===== config.mk =====
export PLATFORM = sky130hd
export DESIGN_NAME = call_scheduler
export DESIGN_NICKNAME = d
export VERILOG_FILES = /design/src/rtl/elevator_defs_pkg.sv /design/src/rtl/call_selector.sv /design/src/rtl/call_scheduler.sv
export SDC_FILE = /design/constraint.sdc
export NUM_CORES = 1
export LEC_CHECK = 0
export ABC_AREA = 0
export ABC_CLOCK_PERIOD_IN_PS = 1930
export CORE_ASPECT_RATIO = 1.2
export CORE_MARGIN = 3
export CORE_UTILIZATION = 45
export DETAILED_ROUTE_END_ITERATION = 12
export PLACE_DENSITY_LB_ADDON = 0.12
export SYNTH_ARGS = -nofsm -noshare
export SYNTH_HDL_FRONTEND = slang
export SYNTH_HIERARCHICAL = 1
export SYNTH_SLANG_ARGS = --single-unit

===== constraint.sdc =====
create_clock -name clk -period 1.93 [get_ports clk]
set_input_delay 0.193 -clock clk [delete_from_list [all_inputs] [get_ports clk]]
set_output_delay 0.193 -clock clk [all_outputs]
set_load 0.02 [all_outputs]

===== src/rtl/elevator_defs_pkg.sv =====
// Shared elevator definitions: floor and state encodings, call bit indices.
package elevator_defs_pkg;

  localparam int unsigned FLOOR_W    = 2;
  localparam int unsigned NUM_FLOORS = 3;

  // Floor encodings; 2'b11 never names a real floor.
  localparam logic [FLOOR_W-1:0] F1        = 2'b00;
  localparam logic [FLOOR_W-1:0] F2        = 2'b01;
  localparam logic [FLOOR_W-1:0] F3        = 2'b10;
  localparam logic [FLOOR_W-1:0] F_INVALID = 2'b11;

  // Bit positions of each floor in the call / call_led vectors.
  localparam int unsigned CALL_F1 = 0;
  localparam int unsigned CALL_F2 = 1;
  localparam int unsigned CALL_F3 = 2;

  typedef enum logic [1:0] {
    ST_IDLE   = 2'b00,
    ST_TRAVEL = 2'b01,
    ST_DOOR   = 2'b10
  } state_e;

  // One-hot call-vector mask for a floor; all zeros for the invalid code.
  function automatic logic [NUM_FLOORS-1:0] floor_onehot(input logic [FLOOR_W-1:0] f);
    logic [NUM_FLOORS-1:0] oh;
    oh = '0;
    case (f)
      F1:      oh[CALL_F1] = 1'b1;
      F2:      oh[CALL_F2] = 1'b1;
      F3:      oh[CALL_F3] = 1'b1;
      default: oh = '0;
    endcase
    return oh;
  endfunction

endpackage


===== src/rtl/call_selector.sv =====
// Combinational SCAN target picker: keeps the sweep direction while work
// remains ahead of the car, otherwise reverses toward the nearest call behind.
module call_selector
  import elevator_defs_pkg::*;
(
  input  logic [FLOOR_W-1:0]    cur_floor,
  input  logic                  dir_up,
  input  logic [NUM_FLOORS-1:0] pending,
  output logic [FLOOR_W-1:0]    target,
  output logic                  target_valid,
  output logic                  new_dir_up
);

  logic                  w_up_found;
  logic                  w_dn_found;
  logic [FLOOR_W-1:0]    w_up_tgt;
  logic [FLOOR_W-1:0]    w_dn_tgt;

  // Nearest pending floor strictly above and strictly below the car.
  always_comb begin
    w_up_found = 1'b0;
    w_dn_found = 1'b0;
    w_up_tgt   = cur_floor;
    w_dn_tgt   = cur_floor;
    if (cur_floor != F_INVALID) begin
      // Descending scan: the last hit above is the closest one.
      for (int i = int'(NUM_FLOORS) - 1; i >= 0; i--) begin
        if (pending[i] && (FLOOR_W'(i) > cur_floor)) begin
          w_up_found = 1'b1;
          w_up_tgt   = FLOOR_W'(i);
        end
      end
      // Ascending scan: the last hit below is the closest one.
      for (int i = 0; i < int'(NUM_FLOORS); i++) begin
        if (pending[i] && (FLOOR_W'(i) < cur_floor)) begin
          w_dn_found = 1'b1;
          w_dn_tgt   = FLOOR_W'(i);
        end
      end
    end
  end

  // Direction-preserving choice between the two candidates.
  always_comb begin
    target       = cur_floor;
    target_valid = 1'b0;
    new_dir_up   = dir_up;
    if (dir_up && w_up_found) begin
      target       = w_up_tgt;
      target_valid = 1'b1;
      new_dir_up   = 1'b1;
    end else if (w_dn_found) begin
      target       = w_dn_tgt;
      target_valid = 1'b1;
      new_dir_up   = 1'b0;
    end else if (w_up_found) begin
      target       = w_up_tgt;
      target_valid = 1'b1;
      new_dir_up   = 1'b1;
    end
  end

endmodule


===== src/rtl/call_scheduler.sv =====
// Per-floor call scheduler for a 3-floor car: latches calls, issues goal
// floors to the movement datapath using SCAN order, and times the door dwell.
module call_scheduler
  import elevator_defs_pkg::*;
#(
  parameter int unsigned DWELL_CYCLES = 4,
  parameter int unsigned TIMER_W      = 3
) (
  input  logic                  clk,
  input  logic                  reset,
  input  logic [NUM_FLOORS-1:0] call,
  input  logic [FLOOR_W-1:0]    cur_floor,
  input  logic                  moving,
  output logic [FLOOR_W-1:0]    goal_floor,
  output logic [NUM_FLOORS-1:0] call_led,
  output logic                  door_open,
  output logic                  dir_up
);

  localparam logic [TIMER_W-1:0] DWELL_LOAD = TIMER_W'(DWELL_CYCLES - 1);

  state_e                r_state;
  state_e                w_state_nxt;
  logic [FLOOR_W-1:0]    r_goal;
  logic [FLOOR_W-1:0]    w_goal_nxt;
  logic                  r_dir;
  logic                  w_dir_nxt;
  logic [TIMER_W-1:0]    r_timer;
  logic [TIMER_W-1:0]    w_timer_nxt;
  logic                  r_door;
  logic                  w_door_nxt;
  logic [NUM_FLOORS-1:0] r_call_led;
  logic [NUM_FLOORS-1:0] w_led_clr;

  logic [NUM_FLOORS-1:0] w_cur_oh;
  logic                  w_cur_valid;
  logic                  w_pend_here;
  logic                  w_call_here;
  logic                  w_arrived;
  logic                  w_retarget;
  logic [FLOOR_W-1:0]    w_sel_target;
  logic                  w_sel_valid;
  logic                  w_sel_dir;

  // Floor-match decode; an invalid cur_floor matches nothing.
  assign w_cur_oh    = floor_onehot(cur_floor);
  assign w_cur_valid = |w_cur_oh;
  assign w_pend_here = |(r_call_led & w_cur_oh);
  assign w_call_here = |(call & w_cur_oh);
  assign w_arrived   = (cur_floor == r_goal) && !moving;

  // F2 is the only floor that can lie between the car and its goal.
  assign w_retarget = r_call_led[CALL_F2] &&
                      (( r_dir && (cur_floor == F1) && (r_goal == F3)) ||
                       (!r_dir && (cur_floor == F3) && (r_goal == F1)));

  call_selector u_call_selector (
    .cur_floor    (cur_floor),
    .dir_up       (r_dir),
    .pending      (r_call_led),
    .target       (w_sel_target),
    .target_valid (w_sel_valid),
    .new_dir_up   (w_sel_dir)
  );

  // Next-state and next-output logic; everything holds while cur_floor is invalid.
  always_comb begin
    w_state_nxt = r_state;
    w_goal_nxt  = r_goal;
    w_dir_nxt   = r_dir;
    w_timer_nxt = r_timer;
    w_door_nxt  = r_door;
    w_led_clr   = '0;
    if (w_cur_valid) begin
      case (r_state)
        ST_IDLE: begin
          w_goal_nxt = cur_floor;
          if (w_pend_here) begin
            w_state_nxt = ST_DOOR;
            w_door_nxt  = 1'b1;
            w_timer_nxt = DWELL_LOAD;
            w_led_clr   = w_cur_oh;
          end else if (w_sel_valid) begin
            w_state_nxt = ST_TRAVEL;
            w_goal_nxt  = w_sel_target;
            w_dir_nxt   = w_sel_dir;
          end
        end
        ST_TRAVEL: begin
          if (w_arrived) begin
            w_state_nxt = ST_DOOR;
            w_door_nxt  = 1'b1;
            w_timer_nxt = DWELL_LOAD;
            w_led_clr   = w_cur_oh;
          end else if (w_retarget) begin
            w_goal_nxt = F2;
          end
        end
        ST_DOOR: begin
          // A call at the open floor is absorbed: it restarts the dwell instead of latching.
          w_led_clr = w_cur_oh;
          if (w_call_here) begin
            w_timer_nxt = DWELL_LOAD;
          end else if (r_timer == '0) begin
            w_state_nxt = ST_IDLE;
            w_door_nxt  = 1'b0;
          end else begin
            w_timer_nxt = r_timer - TIMER_W'(1);
          end
        end
        default: begin
          w_state_nxt = ST_IDLE;
          w_door_nxt  = 1'b0;
        end
      endcase
    end
  end

  // FSM state and registered outputs.
  always_ff @(posedge clk) begin
    if (reset) begin
      r_state <= ST_IDLE;
      r_goal  <= F1;
      r_dir   <= 1'b1;
      r_timer <= '0;
      r_door  <= 1'b0;
    end else begin
      r_state <= w_state_nxt;
      r_goal  <= w_goal_nxt;
      r_dir   <= w_dir_nxt;
      r_timer <= w_timer_nxt;
      r_door  <= w_door_nxt;
    end
  end

  // Pending-call latch; a clear at the serviced floor beats a same-cycle call.
  always_ff @(posedge clk) begin
    if (reset) begin
      r_call_led <= '0;
    end else begin
      r_call_led <= (r_call_led | call) & ~w_led_clr;
    end
  end

  assign goal_floor = r_goal;
  assign call_led   = r_call_led;
  assign door_open  = r_door;
  assign dir_up     = r_dir;

endmodule


==> impl_metrics.env, run 1 <==
export IMPL_path_clk_slew_ns=0.07
export IMPL_rows=17
export IMPL_io_pins=15
export IMPL_insertion_delay_ns=0.27
export IMPL_via_per_inst=5.865
export IMPL_holdWs_ns=0.4700
export IMPL_fp_dieH_um=55.39
export IMPL_ys_warnings_count=6
export IMPL_crit_path_end_kind="register"
export IMPL_r2r_slack_ns=0.24
export IMPL_synthFlopType="dfxtp_1"
export IMPL_yosys_top_cells_area="dfxtp_1 (26%), nor2_1 (7.8%), a21oi_1 (3.8%), a221oi_1 (3.8%), a31oi_1 (3.4%)"
export IMPL_yosysMostFrequentCell="nor2_1"
export IMPL_tritoncts="yes"
export IMPL_ctsLongestPathBuffers=2
export IMPL_slew_viol_final=0
export IMPL_synthArstFlopShare_pct=0
export IMPL_gp_congestion=0.8115
export IMPL_dr_pass1_iters=4
export IMPL_synth_top_family_by_area="compound AO/OA/AOI/OAI gates"
export IMPL_synth_mux_area_fraction_pct=5.746
export IMPL_grt_max_degree=12
export IMPL_reg2reg_to="goal_floor[1]$_SDFFE_PP0P_"
export IMPL_grt_remaining_overflow=0
export IMPL_holdCritPathClass="register to register"
export IMPL_min_path_cells=1
export IMPL_worstPathRequired_ns=2.08
export IMPL_synth_top_area_share_pct=26.27
export IMPL_period_minus_slack_ns=1.711
export IMPL_grt_pass1_vias=858
export IMPL_relSlewSlack_pct=75.50
export IMPL_min_from="r_timer[0]$_SDFFE_PP0P_"
export IMPL_drive_gt1_share_pct=13.19
export IMPL_syn_to_final_growth_pct=27.36
export IMPL_synth_distinct_cells=41
export IMPL_critPathMaxFanout=7
export IMPL_synthAdderAreaFrac_pct=2.736
export IMPL_cts_made_buffers=3
export IMPL_clock_sinks=12
export IMPL_place_hpwl_um=1715
export IMPL_syn_area_um2=914.6
export IMPL_synth_cells=120
export IMPL_synth_edf_count=0
export IMPL_synth_compound_area_share_pct=30.64
export IMPL_power_density_nw_per_um2=730.3
export IMPL_avgSynthCellArea_um2=7.622
export IMPL_start_util_pct=48.86
export IMPL_antenna_found_initial=0
export IMPL_r2r_start="call_led[1]$_SDFF_PP0_"
export IMPL_dieArea_um2=2612
export IMPL_setup_violations=0
export IMPL_route_antenna_remaining_nets=0
export IMPL_min_period_over_period_pct=88.66
export IMPL_rsz0062_at_grt="false"
export IMPL_syn_nets=130
export IMPL_hold_end="r_timer[0]$_SDFFE_PP0P_"
export IMPL_totalWireLength_um=2220
export IMPL_use_met2_pct=29.32
export IMPL_cts_resized=0
export IMPL_drt_iter0_drc=14
export IMPL_grt_pass1_wl_um=3684
export IMPL_hold_viol_final=0
export IMPL_max_stage_delay_ns=0.64
export IMPL_fmax_mhz=584.4
export IMPL_crit_slowest_cell="clkdlybuf4s50_1"
export IMPL_final_nets=156
export IMPL_fin_total_pwr_uw=850.7
export IMPL_portBuffers=14
export IMPL_p_leak_uw=0.0004662
export IMPL_synth_simple_area_share_pct=25.72
export IMPL_yosysTopAreaCell="dfxtp_1"
export IMPL_path_cells="clkdlybuf4s50_1 -> a21oi_1 -> o22ai_1 -> inv_1 -> a211oi_1 -> nor4_1 -> mux2_1"
export IMPL_clock_root_buffer="clkbuf_4"
export IMPL_skew_ns=0.005772
export IMPL_path_class="input port to register"
export IMPL_ys_seq_area_share_pct=26.27
export IMPL_status="complete, no violations"
export IMPL_worst_pin_slew_ns=0.3624
export IMPL_use_met3_pct=1.954
export IMPL_fin_cells=163
export IMPL_cts_hold_buf=0
export IMPL_cp_start_kind="input port"
export IMPL_arrival_ns=1.86
export IMPL_reg2regPathDepth=4
export IMPL_vias=956
export IMPL_synth_xor_area_share_pct=1.915
export IMPL_h_tree_depth=1
export IMPL_ir_drop_v=0.0006437
export IMPL_dieWidth_um=47.16
export IMPL_dp_cells=160
export IMPL_grt_use_total_pct=18.32
export IMPL_grt_use_met1_pct=24.70
export IMPL_ys_seq_elements=12
export IMPL_synthTopCellsByCount="nor2_1 (19), dfxtp_1 (12), inv_1 (8)"
export IMPL_cts_setup_buffers=0
export IMPL_core_area_um2=1872
export IMPL_drc_errors=0
export IMPL_grt_busiest_layer="met2"
export IMPL_wl_per_cell_um=13.62
export IMPL_maxCapViolCount=0
export IMPL_antenna_cells=0
[where the power goes]
| group | internal [µW] | switching, µW | total [µW] |
|---|---|---|---|
| registers | 285 | 49.6 | 334 |
| logic | 179 | 190 | 369 |
| clock network | 72.1 | 75.6 | 148 |
| total | 536 | 315 | 851 |
[cell usage in the layout (no fill, tap or decap), drive strengths merged, types with 4 or more instances in the layout]
cell and instances:
nand2 4, nor2 19, a31oi 5, nor2b 4, o31ai 4, a21oi 7
inv 8, a221oi 4, o21ai 5, buf 13, clkdlybuf4s50 14, dfxtp 12
[area by class of cell]
class                   instances  area [µm²]
multi-input cells              94       610.6
well taps                      19       23.77
repair buffers                 27       237.7
inverters                       8       30.03
fillers                       180       706.9
clock buffers                   3       22.52
flip-flops and latches         12       240.2
[how the worst max path moves through the flow]
stage | startpoint | slack (ns) | end
final | cur_floor[1] | 0.22 | goal_floor[1]$_SDFFE_PP0P_
after floorplan | call_led[0]$_SDFF_PP0_ | 0.24 | goal_floor[1]$_SDFFE_PP0P_
after global routing | cur_floor[1] | 0.13 | dir_up$_SDFFE_PP1P_
after CTS | cur_floor[1] | 0.23 | goal_floor[1]$_SDFFE_PP0P_
after detailed placement | cur_floor[1] | -0.03 | goal_floor[1]$_SDFFE_PP0P_
after global placement | cur_floor[1] | -0.008 | dir_up$_SDFFE_PP1P_
[cells by family (layout without fill, tap and decap cells)]
logic type / Yosys count / after routing
xor gates and xnor gates: 2 / 2
DFF: 12 / 12
muxes: 5 / 5
and+or+nand+nor: 45 / 45
AOI/OAI and AO/OA: 40 / 40
adders and majority gates: 2 / 2
buffers and inverters: 14 / 38
[critical path, delay by kind of cell]
family                 cells  cell delay (ns)
buffers and inverters      2             0.70
AOI/OAI and AO/OA          3             0.58
and+or+nand+nor            1             0.10
muxes                      1             0.28
[registers in the layout, indices dropped and copies added, names as in the netlist]
| register | flops |
|---|---|
| goal_floor | 2 |
| call_led | 3 |
| r_state | 2 |
| dir_up | 1 |
| door_open | 1 |
| r_timer | 3 |
[routing by layer]
metal | routed length (µm) | vias to the layer above
li1 | - | 500
met1 | 1066 | 439
met5 | 0 | -
met4 | 18 | 0
met3 | 63 | 2
met2 | 1072 | 15
[stage by stage]
stage / TNS, ns / util (%) / cell area (µm²) / setup WS, ns
after floorplan: 0 / - / 914.6 / 0.2437
after global placement: -0.008195 / 61.03 / 1142 / -0.008195
after detailed placement: -0.04907 / 61.03 / 1142 / -0.03418
after CTS: 0 / 62.23 / 1165 / 0.2340
after global routing: 0 / 62.23 / 1165 / 0.1348
final: 0 / 62.23 / 1165 / 0.2190
(Power assumes the default switching activity.)
==> run 2: changes to the inputs <==
Settings changed: CTS_CLUSTER_SIZE set to 8.
==> results of run 2 <==
Final layout, timing and power as in run 1 (identical DEF).
==> RTL edit 1 (config.mk and constraints of run 1) <==
Encoding of `state_e`: now one-hot (3 bits for 3 states).
--- a/src/rtl/elevator_defs_pkg.sv
+++ b/src/rtl/elevator_defs_pkg.sv
@@ -17,6 +17,6 @@
 
-  typedef enum logic [1:0] {
-    ST_IDLE   = 2'b00,
-    ST_TRAVEL = 2'b01,
-    ST_DOOR   = 2'b10
+  typedef enum logic [2:0] {
+    ST_IDLE   = 3'b001,
+    ST_TRAVEL = 3'b010,
+    ST_DOOR   = 3'b100
   } state_e;
Formal check against the unedited RTL: no difference found for any inputs over 10 cycles, from zero or initial values and one cycle with reset high; not proved beyond that.
==> RTL edit 1 against run 1 <==
- core utilization rose by 3.8 points
- area after synthesis rose by 8.2%
- critical path depth up 1
- power increased by 23%
- global-route usage fell by 0.24 points
- worst hold slack improved by 9.8 ps
- wire length is 9.9% higher
- clock power up 20%
- fmax fell by 6.7%
- sequential cell count grew 1
- design area is 11% higher
- worst setup slack got worse by 120 ps
- largest cell class unchanged
- highest routed layer unchanged
==> RTL edit 1: results (changes against run 1) <==
Run status
  • Status: finished clean (unchanged)

Cells and area
  • Fill cells: 186 (was 180)
  • Final net count: 164 (was 156)
  • Share of layout cells above drive strength 1: 21.6% (was 13.2%)

Logic synthesis
  • Syn Area/Cell: 7.98 µm² (was 7.62 µm²)
  • Ys async rst share: 0% (unchanged)
  • Commonest cells in the netlist: nor2_1, dfxtp_1, a21oi_1 (was nor2_1, dfxtp_1, inv_1)
  • Syn_nets: 134 (was 130)
  • Post-synth cell types: 51 (was 41)
  • Synth area leaders: dfxtp_1, nor2_1, a21oi_1 (unchanged)
  • Register area share after synthesis: 26.3% (about the same)

Worst setup path
  • Critical Path AT: 2020 ps (was 1860 ps)
  • Worst r2r src: r_timer[0]$_SDFFE_PP0P_ (was call_led[1]$_SDFF_PP0_)
  • WS Path Type: reg -> reg (was in -> reg)
  • Worst-path fanout max: 4 (was 7)
  • Reg2Reg Setup Slack: 100 ps (was 240 ps)
  • Family with the most delay on the worst path: compound AO/OA/AOI/OAI gates (was buffers and inverters)
  • R2R depth: 8 (was 4)
  • Worst path max stage delay: 340 ps (was 640 ps)

Detailed routing
  • Wl on met1: 1120 µm (was 1070 µm)
  • Met3 WL: 108 µm (was 63 µm)
  • Vias per inst: 5.70 (was 5.87)
  • DR WL/cell: 13.5 µm (was 13.6 µm)
  • DRT iter0 DRCs: 17 (was 14)
  • DR WL met2: 1190 µm (was 1070 µm)

Clock tree
  • Clock transition at the registers of the reported paths: 90 ps (was 70 ps)

Global routing
  • Global-route wire length before repair: 4150 µm (was 3680 µm)
  • GR Util met1: 23.1% (was 24.7%)
  • Number of global-route vias before repair: 972 (was 858)
  • Largest net degree at the start of global routing: 14 (was 12)
  • Total GRT Usage: 18.1% (was 18.3%)
  • Met2 Track Usage GR: 30.9% (was 29.3%)

Timing
  • Skew final: 15.5 ps (was 5.77 ps)
  • Minimum clock period: 1830 ps (was 1710 ps)
  • Worst Tran Pin Value: 478 ps (was 362 ps)
  • Total Neg Setup Slack: 0 ps (unchanged)

Pwr
  • Switch Pwr: 409 µW (was 315 µW)
  • Clock share of power: 16.9% (was 17.4%)
  • Leakage: 0.509 nW (was 0.466 nW)
  • Max rail drop VDD: 0.606 mV (was 0.644 mV)

Worst hold path
  • Hold EP: door_open$_SDFFE_PP0P_ (was r_timer[0]$_SDFFE_PP0P_)
  • Hold wc startpoint: door_open$_SDFFE_PP0P_ (was r_timer[0]$_SDFFE_PP0P_)

Placed design
  • Inst Count DP: 176 (was 160)
  • Pre-CTS setup slack: -130 ps (was -34.2 ps)
==> RTL edit 1: cell types whose count changed in the layout (fill, tap and decap cells not counted), moves of 3 or more <==
cell,delta
a31oi_1,-4
o31ai_1,-4
a221oi_1,-3
buf_4,+3
nor3_1,+3
==> RTL edit 1: cell type report <==
cell class                 instances  area, µm²  area share, %
multi-input combinational         98        679           52.6
sequential                        13        260           20.2
timing repair buffer              30        260           20.2
tap                               28       35.0           2.71
inverter                           8       30.0           2.33
clock buffer                       4       26.3           2.03
==> RTL edit 1: kinds of logic (layout without fill, tap and decap cells) <==
| family | after synthesis | count (layout) | share of synthesized area (%) |
|---|---|---|---|
| AO/OA/AOI/OAI | 38 | 38 | 27.8 |
| XOR/XNOR | 2 | 2 | 1.77 |
| adder cells (fa/ha/maj) | 2 | 2 | 2.53 |
| buffers and inverters | 13 | 42 | 7.21 |
| flip-flops | 13 | 13 | 26.3 |
| multiplexers | 4 | 4 | 4.55 |
| AND/OR/NAND/NOR | 52 | 52 | 29.8 |
==> RTL edit 1: stage by stage <==
| step | util [%] | instance area, µm² | power [mW] | hold slack [ps] |
|---|---|---|---|---|
| finish | 66.0 | 1290 | 1.05 | 480 |
| global route | 66.0 | 1290 | 1.13 | 510 |
| CTS | 64.7 | 1270 | 1.02 | 489 |
| detailed placement | 63.2 | 1240 | 0.847 | 466 |
| global placement | 63.2 | 1240 | 0.835 | 453 |
| floorplan | - | 990 | 0.673 | 297 |
==> RTL edit 1: repair_timing <==
| item | in CTS | in global routing |
|---|---|---|
| resized for setup | 1 | 3 |
| pin swaps | 0 | 2 |
| cloned | 0 | 0 |
| setup buffers | 0 | 1 |
| setup endpoints to repair | 1 | 5 |
==> RTL edit 2 (settings of run 1) <==
Made on the original files. Set the package constant `NUM_FLOORS` to 5 (it was 3).
--- a/src/rtl/elevator_defs_pkg.sv
+++ b/src/rtl/elevator_defs_pkg.sv
@@ -4,3 +4,3 @@
   localparam int unsigned FLOOR_W    = 2;
-  localparam int unsigned NUM_FLOORS = 3;
+  localparam int unsigned NUM_FLOORS = 5;
 
Interface: changed (resized call and call_led); port bits go from 15 to 19. The function was not compared with the original's and may differ.
==> RTL edit 2 against run 1 <==
- power is 30% higher
- wire length is 18% higher
- first-iteration DRC count is 7.1% higher
- sequential cell count is 2 higher
- fmax is 4.1% lower
- register-to-register slack worse by 90 ps
- design area is 24% higher
- area after synthesis is 23% higher
- worst setup slack worse by 73 ps
- combinational power is 34% higher
- critical endpoint is now door_open$_SDFFE_PP0P_
- highest routed layer unchanged
==> RTL edit 2: results (changes against run 1) <==
Timing
  • Relative slew margins: 71.8% (was 75.5%)
  • Final WS setup: 146 ps (was 219 ps)
  • Skew final: 4.42 ps (was 5.77 ps)
  • WHS: 479 ps (was 470 ps)

Cells and area
  • Share of layout cells above drive strength 1: 24.5% (was 13.2%)
  • Final core utilization: 61.8% (was 62.2%)
  • Multi-input gates: 93 (was 94)
  • Final net count: 168 (was 156)
  • Clock buffer count: 4 (was 3)
  • Fill cells: 238 (was 180)
  • Seq area share: 19.5% (was 20.6%)
  • Fraction of area in multi-input gates: 51.3% (was 52.4%)
  • Buffering overhead: 21.2% (was 20.4%)

Global routing
  • Met3 Resource Use GR: 2.46% (was 1.95%)
  • Largest net degree at the start of global routing: 19 (was 12)
  • GR Util met1: 23.2% (was 24.7%)
  • Met2 Track Usage GR: 34.0% (was 29.3%)
  • Total GRT Usage: 19.2% (was 18.3%)

Detailed routing
  • DR WL met2: 1340 µm (was 1070 µm)
  • Met3 WL: 64 µm (was 63 µm)
  • DRT iter0 DRCs: 15 (was 14)
  • DR vias: 1,042 (was 956)

Logic synthesis
  • Register area share after synthesis: 24.9% (was 26.3%)
  • Complex-gate fraction of the synthesized area: 29.6% (was 30.6%)
  • Post-synth cell types: 47 (was 41)
  • Post-synthesis mux area share: 7.55% (was 5.75%)
  • Adder-cell share of the synthesized area: 3.22% (was 2.74%)
  • Syn_nets: 137 (was 130)
  • Synth area leaders: dfxtp_1, buf_6, nor2_1 (was dfxtp_1, nor2_1, a21oi_1)
  • Syn Area/Cell: 9.02 µm² (was 7.62 µm²)

Pwr
  • Max rail drop VDD: 0.436 mV (was 0.644 mV)
  • Leakage: 0.552 nW (was 0.466 nW)

Worst setup path
  • Worst-path fanout max: 5 (was 7)
  • Critical Path AT: 1980 ps (was 1860 ps)
  • Worst path max stage delay: 400 ps (was 640 ps)
  • Slowest cell on crit path: or3b_1 (was clkdlybuf4s50_1)

Clock tree
  • Clock transition at the registers of the reported paths: 90 ps (was 70 ps)

Floorplan
  • Num tapcells: 31 (was 19)

Placed design
  • Dpl hpwl: 2070 µm (was 1710 µm)
  • Inst Count DP: 182 (was 160)
  • Placed inst area: 1390 µm² (was 1140 µm²)
  • Pre-CTS setup slack: -63.8 ps (was -34.2 ps)

Run status
  • Status: finished clean (unchanged)
==> RTL edit 2: power breakdown <==
group	internal, mW	switching [mW]	leakage [nW]
registers	0.333	0.0602	0.116
logic	0.254	0.242	0.415
clock network	0.115	0.0988	0.0210
total	0.702	0.401	0.552
==> RTL edit 2: path summary, 6_finish.rpt <==
path,from,end,cells past startpoint
min,door_open$_SDFFE_PP0P_,door_open$_SDFFE_PP0P_,2
max,r_timer[0]$_SDFFE_PP0P_,door_open$_SDFFE_PP0P_,7
min reg2reg,door_open$_SDFFE_PP0P_,door_open$_SDFFE_PP0P_,2
max reg2reg,r_timer[0]$_SDFFE_PP0P_,door_open$_SDFFE_PP0P_,7
==> RTL edit 2: critical path, delay by kind of cell, from the launching register on <==
family          cells  cell delay, ps
compound gates      3             530
fa+ha+maj           2             370
simple gates        1             400
buf+inv             1              80
flops               1             310
